[config.mk]
export PLATFORM = sky130hd
export DESIGN_NAME = mac_dot_seq
export DESIGN_NICKNAME = d
export VERILOG_FILES = /design/src/rtl/mac_dot_seq.sv
export SDC_FILE = /design/constraint.sdc
export NUM_CORES = 1
export LEC_CHECK = 0
export ABC_AREA = 1
export CORE_MARGIN = 5
export CORE_UTILIZATION = 35
export CTS_CLUSTER_SIZE = 12
export DETAILED_ROUTE_END_ITERATION = 8
export GPL_TIMING_DRIVEN = 0
export PLACE_DENSITY = 0.63
export SYNTH_ARGS = -nofsm -noshare
export SYNTH_HDL_FRONTEND = slang
export SYNTH_SLANG_ARGS = --single-unit
[constraint.sdc]
create_clock -name clk -period 3.33 [get_ports clk]
set_input_delay 0.4995 -clock clk [delete_from_list [all_inputs] [get_ports clk]]
set_output_delay 0.4995 -clock clk [all_outputs]
set_load 0.005 [all_outputs]
[src/rtl/mac_dot_seq.sv]
// Dot-product sequencer: streams element pairs from two vector RAMs into the shared MAC,
// then captures the final accumulator into a held result with a one-cycle done pulse.
module mac_dot_seq #(
    parameter int unsigned ADDR_W = 8,
    parameter int unsigned LEN_W  = 10,
    parameter int unsigned ACC_W  = 26
) (
    input  logic              clk,
    input  logic              rst,
    input  logic              start,
    input  logic [LEN_W-1:0]  len,
    input  logic [ADDR_W-1:0] a_base,
    input  logic [ADDR_W-1:0] b_base,
    output logic              rd_en,
    output logic [ADDR_W-1:0] a_addr,
    output logic [ADDR_W-1:0] b_addr,
    input  logic [7:0]        a_rdata,
    input  logic [7:0]        b_rdata,
    output logic [7:0]        mac_in1,
    output logic [7:0]        mac_in2,
    output logic              mac_clr,
    input  logic [ACC_W-1:0]  mac_acc,
    output logic              busy,
    output logic              done,
    output logic [ACC_W-1:0]  result
);

    localparam int unsigned SUM_W = ADDR_W + LEN_W;

    typedef enum logic [2:0] {
        st_idle,
        st_clear,
        st_feed,
        st_drain,
        st_done
    } state_t;

    state_t              state;
    logic [LEN_W-1:0]    len_q;
    logic [LEN_W-1:0]    idx;
    logic [ADDR_W-1:0]   a_base_q;
    logic [ADDR_W-1:0]   b_base_q;
    logic                rv;
    logic [LEN_W-1:0]    len_last;
    logic [SUM_W-1:0]    a_sum;
    logic [SUM_W-1:0]    b_sum;

    assign len_last = len_q - LEN_W'(1);

    always_ff @(posedge clk) begin
        if (rst) begin
            state    <= st_idle;
            len_q    <= '0;
            idx      <= '0;
            a_base_q <= '0;
            b_base_q <= '0;
            rv       <= 1'b0;
            done     <= 1'b0;
            result   <= '0;
        end else begin
            rv   <= rd_en;
            done <= 1'b0;
            unique case (state)
                st_idle: begin
                    if (start) begin
                        len_q    <= len;
                        a_base_q <= a_base;
                        b_base_q <= b_base;
                        idx      <= '0;
                        state    <= st_clear;
                    end
                end
                st_clear: begin
                    if (len_q != '0) begin
                        idx <= LEN_W'(1);
                    end
                    if (len_q == '0) begin
                        state <= st_done;
                    end else if (len_q == LEN_W'(1)) begin
                        state <= st_drain;
                    end else begin
                        state <= st_feed;
                    end
                end
                st_feed: begin
                    idx <= idx + LEN_W'(1);
                    if (idx == len_last) begin
                        state <= st_drain;
                    end
                end
                st_drain: begin
                    state <= st_done;
                end
                st_done: begin
                    result <= mac_acc;
                    done   <= 1'b1;
                    state  <= st_idle;
                end
                default: begin
                    state <= st_idle;
                end
            endcase
        end
    end

    // Reads are issued in CLEAR (first element) and every FEED cycle.
    always_comb begin
        rd_en = 1'b0;
        if (state == st_feed) begin
            rd_en = 1'b1;
        end else if (state == st_clear && len_q != '0) begin
            rd_en = 1'b1;
        end
    end

    assign a_sum  = SUM_W'(a_base_q) + SUM_W'(idx);
    assign b_sum  = SUM_W'(b_base_q) + SUM_W'(idx);
    assign a_addr = a_sum[ADDR_W-1:0];
    assign b_addr = b_sum[ADDR_W-1:0];

    // The MAC accumulates every cycle, so operands must be zero unless a pair is valid.
    assign mac_in1 = rv ? a_rdata : 8'd0;
    assign mac_in2 = rv ? b_rdata : 8'd0;
    assign mac_clr = rst | (state == st_clear);
    assign busy    = (state != st_idle);

endmodule
== After elaboration in Yosys (flattened, before gate mapping) ==
Index checks and enable logic that the tools add are counted.

* Bits in registers: 67
* Bits of input ports: 71
* Output and inout port bits: 62
* Word-level logic and storage cells: 44

* Add/subtract/negate cells: 4
* Eq/ne operators: 9
* Muxes and demuxes: 13
* Bitwise logic cells: 1
* Reduce and logical (&&, ||, !) cells: 9

{| class="wikitable"
|+ Operators by type and width
! kind !! number
|-
| $pmux 10 s3 || 1
|-
| $mux 10 || 2
|-
| $add 8x8->8 || 2
|-
| $mux 8 || 2
|-
| $pmux 3 s4 || 1
|-
| $add 10x1->10 const B || 1
|-
| $eq 10x1->1 const B || 1
|-
| $eq 10x10->1 || 1
|-
| $logic_not 10->1 || 1
|-
| $reduce_bool 10->1 || 1
|-
| $sub 10x1->10 const B || 1
|-
| $mux 3 || 3
|-
| $eq 3x2->1 const B || 2
|-
| $reduce_bool 3->1 || 2
|-
| $mux 1 || 4
|-
| $ne 2x2->1 const B || 2
|-
| $reduce_and 2->1 || 2
|-
| $eq 3x1->1 const B || 1
|-
| $eq 3x3->1 const B || 1
|-
| $logic_not 3->1 || 1
|-
| $reduce_and 3->1 || 1
|-
| $ne 2x1->1 const B || 1
|-
| $logic_and 1x1->1 || 1
|-
| $or 1x1->1 || 1
|}

== Logic depth before layout (Yosys ltp) ==
Gate-level depths: netlist of run 1.

* Depth in word-level cells: 4
* Gate-level depth with buffers: 14

== Worst setup path before layout of run 1 ==
Ideal clock, no wire load.

* Path kind: register -> output
* From: register idx[0]
* To: output port a_addr[6]
* Arrival: 1.688 ns
* Data required time: 2.830 ns
* Path slack: 1.142 ns
* Stages on the path, launching flop included: 9
* Cell sequence: dfxtp_1 -> ha_1 -> inv_1 -> fa_1 -> o21ai_0 -> a21oi_1 -> nor2_1 -> nor2_1 -> xnor2_1

* Cells in the longest elaborated chain, start to end: 1

{| class="wikitable"
|+ RTL lines
! item !! RTL line !! text
|-
| start, declared || 40 || <nowiki>logic [LEN_W-1:0] idx;</nowiki>
|-
| start signal, assigned || 86 || <nowiki>idx <= idx + LEN_W'(1);</nowiki>
|-
| $add 8x8->8 || 116 || <nowiki>assign a_sum = SUM_W'(a_base_q) + SUM_W'(idx);</nowiki>
|-
| end, declared || 15 || <nowiki>output logic [ADDR_W-1:0] a_addr,</nowiki>
|}

Every way passes these cells.

== Final worst setup path of run 1 ==
* From: register idx[1]
* To: output port b_addr[6]

* Cells in the longest elaborated chain, start to end: 1

{| class="wikitable"
|+ RTL lines
! item !! RTL line !! text
|-
| $add 8x8->8 || 117 || <nowiki>assign b_sum = SUM_W'(b_base_q) + SUM_W'(idx);</nowiki>
|-
| end, declared || 16 || <nowiki>output logic [ADDR_W-1:0] b_addr,</nowiki>
|}

Every way passes these cells.

==> summary.md, run 1 <==
| Metric | Value |
|---|---|
| Run status | finished clean |
| RSZ-0062 raised after global routing | no |
| Number of nets in the synthesized netlist | 622 |
| Distinct cell type count after synthesis | 34 |
| Leak pwr | 2.33 nW |
| Achievable clock frequency | 323 MHz |
| Vert. Die Dim | 113 um |
| Number of enable flip-flop cells after synthesis | 0 |
| Setup WS post-layout | 238 ps |
| Routability-driven placement congestion ratio | 0.877 |
| Relative area change from synthesis to final layout | 46.1% |
| GRT overflow | 0 |
| Cell chosen for the clock root | sky130_fd_sc_hd__clkbuf_8 |
| CTS max path bufs | 2 |
| End of the worst register-to-register path | idx[4] |
| Critical path buffers and inverters | 2 |
| CP max-delay cell | sky130_fd_sc_hd__clkdlybuf4s50_1 |
| Routed wl met2 | 5.12 mm |
| Placement row count | 37 |
| IO Pins | 133 |
| Sequential-to-total area share from yosys stat | 36.4% |
| Post-synthesis cell count | between 500 and 600 |
| Number of sinks handled by clock tree synthesis | 67 |
| Layout Skew | between 10 and 15 ps |
| Topmost layer with routed signal wires | met4 |
| Endpoint kind of the worst setup timing path | primary output |
| Fin. max-slew vios | 0 |
| WP data arrival | roughly 2600 ps |
| CP startpoint kind | flop |
| Critical path peak fanout | 6 |
| Vias post-DR | 3,768 |
| Sum of internal, switching and leakage power | 2.95 mW |
| Asr flop ratio synth | 0% |
| Die footprint | 12,700 um2 |
| Hold Crit Class | flop to flop |
| Antenna cell count | 0 |
| Clock tree from TritonCTS | built |
| Estimated wirelength of the detail-placed design | 8.36 mm |
| Average wire length per cell after detail routing | 13.1 um |
| Cell chain of the critical path | inv_2 > fa_1 > o21ai_1 > a21oi_1 > nor2_1 > nor2_1 > xnor2_1 > clkdlybuf4s50_1 |
| Skew-Pair Late Insertion Delay | around 350 ps |
| DR iter-0 viols | 147 |
| Setup slack of the worst register-to-register path | 1580 ps |
| Maximum resistive drop on vdd | about 0.00025 V |
| Port Buffer Count | 131 |
| Floorplan Core Area | 10,300 um2 |
| Clock buffer count from CTS | 9 |
| Seq. cell area | about 1300 um2 |
| Final Core Density | a little over half |
| Total Wirelength | 10.6 mm |
| Leading register cell type out of synthesis | sky130_fd_sc_hd__dfxtp_1 |
| Final worst-path cycle share | between 90% and 100% |
| Power Density | 548 nW/um2 |
| First-pass iteration count of the detailed router | 4 |
| Wire length on met1 | about 4.7 mm |
| H-tree depth reported by CTS | 3 |
| Number of synthesized register bits | between 60 and 70 |
| Placement Setup Slack | roughly 310 ps |
| Hold worst-path end | b_base_q[0] |
| DR vias/cell | roughly 4.6 |
| Max-cap violations | 0 |
| Crit path top cell by count | sky130_fd_sc_hd__nor2_1 |
| Number of filler cells placed in the layout | between 1,000 and 1,500 |
| NumNets Final | 764 |
| Area occupied by multi-input gates | 1950 um2 |
| Netlist area before placement | 3680 um2 |
| Metal3 WL | roughly 550 um |
| Highest cell delay on the worst timing path | 530 ps |
| Leading post-synthesis cells by instance count | sky130_fd_sc_hd__nand2_1 (85), sky130_fd_sc_hd__nor2_1 (80), sky130_fd_sc_hd__inv_1 (70), sky130_fd_sc_hd__dfxtp_1 (67), sky130_fd_sc_hd__o21ai_0 (59) |
| Share of post-route cells with drive strength above 1 | about 7.2% |
| Final setup violating endpoints | 0 |
| Startpoint of the lowest-slack hold path | b_base_q[0] |
| Placed cells | between 700 and 800 |
| Hold violation count in the final report | 0 |
| Max-slew headroom at the worst pin | 63.2% |
| Global router's overall resource usage | 16.9% |
| Initial antenna violation count | 0 |
| Startpoint of the lowest-slack register-to-register path | len_q[0] |
| Data required time at the worst endpoint | about 2800 ps |
| DRC errors left | 0 |
| Shortest clock period the worst path allows after layout | about 3100 ps |
| Startpoint-to-endpoint class of the critical path | flop to primary output |
| Clock-pin slew on the worst setup and hold paths | around 70 ps |
| Transition time at the pin with the least slew margin | 551 ps |
| Top-count cell post-synth | sky130_fd_sc_hd__nand2_1 |
| Finished Layout Cells | 814 |
| Post-Syn Area per Cell | 6.92 um2 |
| Maximum number of pins on one net before global-route repair | 12 |
| Top Family by Delay on Critical Path | buffers and inverters |
| Post-synthesis cell type with the largest combined area | sky130_fd_sc_hd__dfxtp_1 |
| Worst-case reg-to-reg path depth | 12 |
| Share of Yosys cell area claimed by the top area cell type | 36.4% |
| Leading cell types by total area after synthesis | sky130_fd_sc_hd__dfxtp_1 (36%), sky130_fd_sc_hd__nand2_1 (8.7%), sky130_fd_sc_hd__nor2_1 (8.2%) |
| Synthesis Warnings | 0 |
| Horiz. Die Dim | ~110 um |
| Accumulated negative setup slack | 0 ps |
| Hold path cells | 2 |
| Via count of the first global-routing pass | 3,741 |
| First-pass GRT wire length | between 15 and 20 mm |
| Number of nets with antenna violations after routing | 0 |
| Effective utilization at floorplan | a little over a third |
-- metrics by stage --
step / hold slack (ps) / cell area (um2)
CTS: 453 / 5380
finish: 452 / 5380
global placement: 436 / 5160
global route: 476 / 5380
detailed placement: 442 / 5160
floorplan: 427 / 3680
-- kinds of logic (layout without fill, tap and decap cells) --
kind of cell             after synthesis  after routing  share of synthesized area (%)
flip-flops                            67             67                           36.4
XOR/XNOR                              20             20                           4.76
adder cells (fa/ha/maj)               19             19                           6.86
buffers and inverters                 99            245                           10.5
AND/OR/NAND/NOR                      216            216                           25.6
AO/OA/AOI/OAI                        111            111                           15.8
-- report_power, final --
group	total, mW	switching (mW)	leakage (nW)	internal, mW
Clock	0.726	0.321	0.105	0.405
Combinational	1.21	0.637	1.68	0.571
Sequential	1.02	0.0946	0.548	0.921
-- sequential cells by signal, indices dropped and copies added, names as in the netlist --
signal and cells:
result 26, state 3, done 1, a_base_q 8, rv 1, b_base_q 8
idx 10, len_q 10
-- cells in the final DEF, fill, tap and decap left out, drive strengths merged, types with 3 or more instances in the layout --
master         netlist  routed
buf                  6       6
nand2               91      91
xnor2                5       5
xor2                15      15
clkdlybuf4s50        0     131
dfxtp               67      67
clkbuf              14      26
nand3               22      22
inv                 78      78
ha                  17      17
a21oi               44      44
nand4                5       5
nor3b                3       3
o21ai               61      61
nor2                86      86
nor3                 8       8
-- layer usage --
metal / track usage (%) / vias up
li1: - / 1965
met1: 20.4 / 1660
met2: 28.7 / 121
met3: 3.61 / 22
met4: 7.77 / 0
met5: 0 / -
-- cell type report --
class	count	share of cell area (%)
clock buffers	12	3.07
plain buffers	20	1.70
inverters	79	5.51
well taps	136	3.16
flip-flops and latches	67	25.0
multi-input cells	366	36.3
clock inverters	3	0.860
repair buffers	131	24.4
-- tightest hold or removal path, delay by kind of cell, from the launching register on --
kind / cells / cell delay [ps]
DFF: 1 / 320
buffers and inverters: 1 / 50
AOI/OAI and AO/OA: 1 / 50
-- worst max path at each step --
stage                     startpoint         to  slack, ps  depth (start not counted)
after floorplan               idx[0]  a_addr[6]       1140                          8
after global placement        idx[0]  b_addr[6]        320                          9
after detailed placement      idx[0]  a_addr[6]        310                          9
after CTS                     idx[0]  b_addr[6]         50                          9
after global routing          idx[1]  a_addr[6]         10                          8
final                         idx[1]  b_addr[6]        240                          8
-- repair_timing --
action	in CTS	in global routing
endpoints found under the setup margin	2	2
setup buffers	0	0
gates resized for setup	1	3
hold buffers	0	0
No activity file was read; power rests on OpenSTA's default activity.
==> inputs of run 2 (changes only) <==
clock period = 3.2 ns   (was 3.33 ns; I/O delays follow)
==> run 2 against run 1 <==
  * Utilization up 0.085 points
  * Final area up 0.16%
  * Routed wire length is 0.11% lower
  * Setup slack lost 47 ps
  * Global-route usage is the same
  * Critical path type unchanged
  * Largest power group unchanged
  * Highest routed layer unchanged
==> summary.md, run 2 (synthesis gave the netlist of run 1 again) <==
| Metric | Value |
|---|---|
| Run status | finished clean |
| Total Wirelength | 10.6 mm |
| GRT overflow | 0 |
| First-pass iteration count of the detailed router | 4 |
| Initial antenna violation count | 0 |
| Transition time at the pin with the least slew margin | 552 ps |
| Switching power summed over all nets | between 1 and 1.5 mW |
| Routability-driven placement congestion ratio | 0.877 |
| Area occupied by multi-input gates | 1960 um2 |
| Endpoint kind of the worst setup timing path | primary output |
| Global router's overall resource usage | between 15 and 20% |
| Highest cell delay on the worst timing path | 530 ps |
| Number of sinks handled by clock tree synthesis | 67 |
| Skew-Pair Late Insertion Delay | 350 ps |
| Average wire length per cell after detail routing | 13.0 um |
| Gate power share | 41.0% |
| Number of filler cells placed in the layout | 1,034 |
| Hold violation count in the final report | 0 |
| Final setup violating endpoints | 0 |
| Startpoint-to-endpoint class of the critical path | flop to primary output |
| Post-route worst hold slack | 452 ps |
| First-pass GRT wire length | roughly 17 mm |
| DR vias/cell | between 4 and 5 |
| Final Core Density | 52.4% |
| Data required time at the worst endpoint | 2720 ps |
| Critical path buffers and inverters | 2 |
| Maximum resistive drop on vdd | 0.000262 V |
| Maximum number of pins on one net before global-route repair | 12 |
| Register ranked first by flip-flop count | result |
| Hold-fix buffers at CTS | 0 |
| Number of nets with antenna violations after routing | 0 |
| CP max-delay cell | sky130_fd_sc_hd__clkdlybuf4s50_1 |
| Port Buffer Count | 131 |
| Most common cell after layout, fill and taps aside | sky130_fd_sc_hd__clkdlybuf4s50_1 |
| Top Registers | result x26, idx x10, len_q x10 |
| Power Density | 570 nW/um2 |
| Antenna cell count | 0 |
| Cell chosen for the clock root | sky130_fd_sc_hd__clkbuf_8 |
| Placement row count | 37 |
| DRC errors left | 0 |
| Die footprint | 12,700 um2 |
| Top Family by Delay on Critical Path | adder cells |
| Seq. cell area | 1350 um2 |
| Leak pwr | 2.34 nW |
| Placement Setup Slack | 198 ps |
| Critical path peak fanout | 9 |
| Achievable clock frequency | 332 MHz |
| Clock-pin slew on the worst setup and hold paths | 70 ps |
| Shortest clock period the worst path allows after layout | 3010 ps |
| Fin. max-slew vios | 0 |
| Buffers inserted during post-CTS setup optimization | 0 |
| Setup WS post-layout | 191 ps |
| Floorplan Core Area | 10,300 um2 |
| Clock buffer count from CTS | 9 |
| Effective utilization at floorplan | between 30% and 40% |
| Clock network power share | 24.5% |
| Layout Skew | 13.4 ps |
| Max-slew headroom at the worst pin | 63.2% |
| Clock tree from TritonCTS | built |
| WP data arrival | 2530 ps |
| Fraction of power spent switching nets | 35.7% |
| Hold Crit Class | flop to flop |
| IO Pins | 133 |
| Vert. Die Dim | ~110 um |
| Final worst-path cycle share | 94.0% |
| Horiz. Die Dim | 113 um |
| CTS max path bufs | 2 |
| Cell chain of the critical path | ha_1 > inv_1 > fa_1 > o21ai_2 > a21oi_1 > nor2_1 > nor2_1 > xnor2_1 > clkdlybuf4s50_1 |
| Relative area change from synthesis to final layout | 46.3% |
| CP startpoint kind | flop |
| NumNets Final | 764 |
| Internal power of the cells | approximately 2.0 mW |
| Highest-count cells in the layout ignoring fill and taps | sky130_fd_sc_hd__clkdlybuf4s50_1 (131), sky130_fd_sc_hd__nand2_1 (85), sky130_fd_sc_hd__nor2_1 (80), sky130_fd_sc_hd__inv_1 (70), sky130_fd_sc_hd__dfxtp_1 (65) |
| Share of total power in sequential cells | 34.4% |
| DR iter-0 viols | ~150 |
| Vias post-DR | 3,765 |
| Via count of the first global-routing pass | 3,741 |
| Estimated wirelength of the detail-placed design | 8.36 mm |
| Share of post-route cells with drive strength above 1 | 7.67% |
| Max-cap violations | 0 |
| Max reg flops | 26 |
| H-tree depth reported by CTS | 3 |
| Crit path top cell by count | sky130_fd_sc_hd__nor2_1 |
[run 2: cell counts in the layout (fill, tap and decap cells not counted)]
Identical to the previous run, type by type.
[run 2: area by class of cell]
type	instances	area share, %
Multi-Input combinational cell	366	36.4
Clock inverter	3	0.859
Tap cell	136	3.16
Sequential cell	67	25.0
Inverter	79	5.50
Timing Repair Buffer	131	24.3
Buffer	20	1.69
Clock buffer	12	3.06
[run 2: power groups by stage]
stage | clock [mW] | sequential, mW | combinational [mW]
4_1_cts | 0.778 | 1.06 | 1.27
3_3_place_gp | 0 | 1.07 | 1.24
3_5_place_dp | 0 | 1.07 | 1.26
6_report | 0.753 | 1.06 | 1.26
2_1_floorplan | 0 | 1.05 | 0.724
5_1_grt | 0.816 | 1.08 | 1.41
[run 2: per-stage QoR]
stage | TNS, ps | cell area (um2) | instances | power (mW)
after CTS | 0 | 5380 | 814 | 3.11
after floorplan | 0 | 3680 | 532 | 1.77
after global placement | 0 | 5160 | 799 | 2.31
after global routing | -3.24 | 5390 | 814 | 3.30
after detailed placement | 0 | 5160 | 799 | 2.33
final | 0 | 5390 | 814 | 3.07
[run 2: tightest hold or removal path, cell delays in order (launching register included)]
cell,delay [ps]
sky130_fd_sc_hd__dfxtp_1,320
sky130_fd_sc_hd__inv_1,50
sky130_fd_sc_hd__a21oi_1,50
[run 2: repair_timing]
| item | in CTS | in global routing |
|---|---|---|
| gates resized for setup | 3 | 4 |
| pin swaps | 0 | 0 |
| endpoints found under the setup margin | 2 | 2 |
[run 2: path summary, 6_finish.rpt]
check	startpoint	end	depth (start not counted)	slack (ps)
min	b_base_q[0]	b_base_q[0]	2	450
max reg2reg	len_q[0]	idx[4]	12	1450
min reg2reg	b_base_q[0]	b_base_q[0]	2	450
max	idx[0]	b_addr[6]	9	190
[run 2: routing by layer]
metal	wire length, um	track usage, %
met2	5150	28.7
met5	0	0
met1	4610	20.4
met3	586	3.61
met4	268	7.77
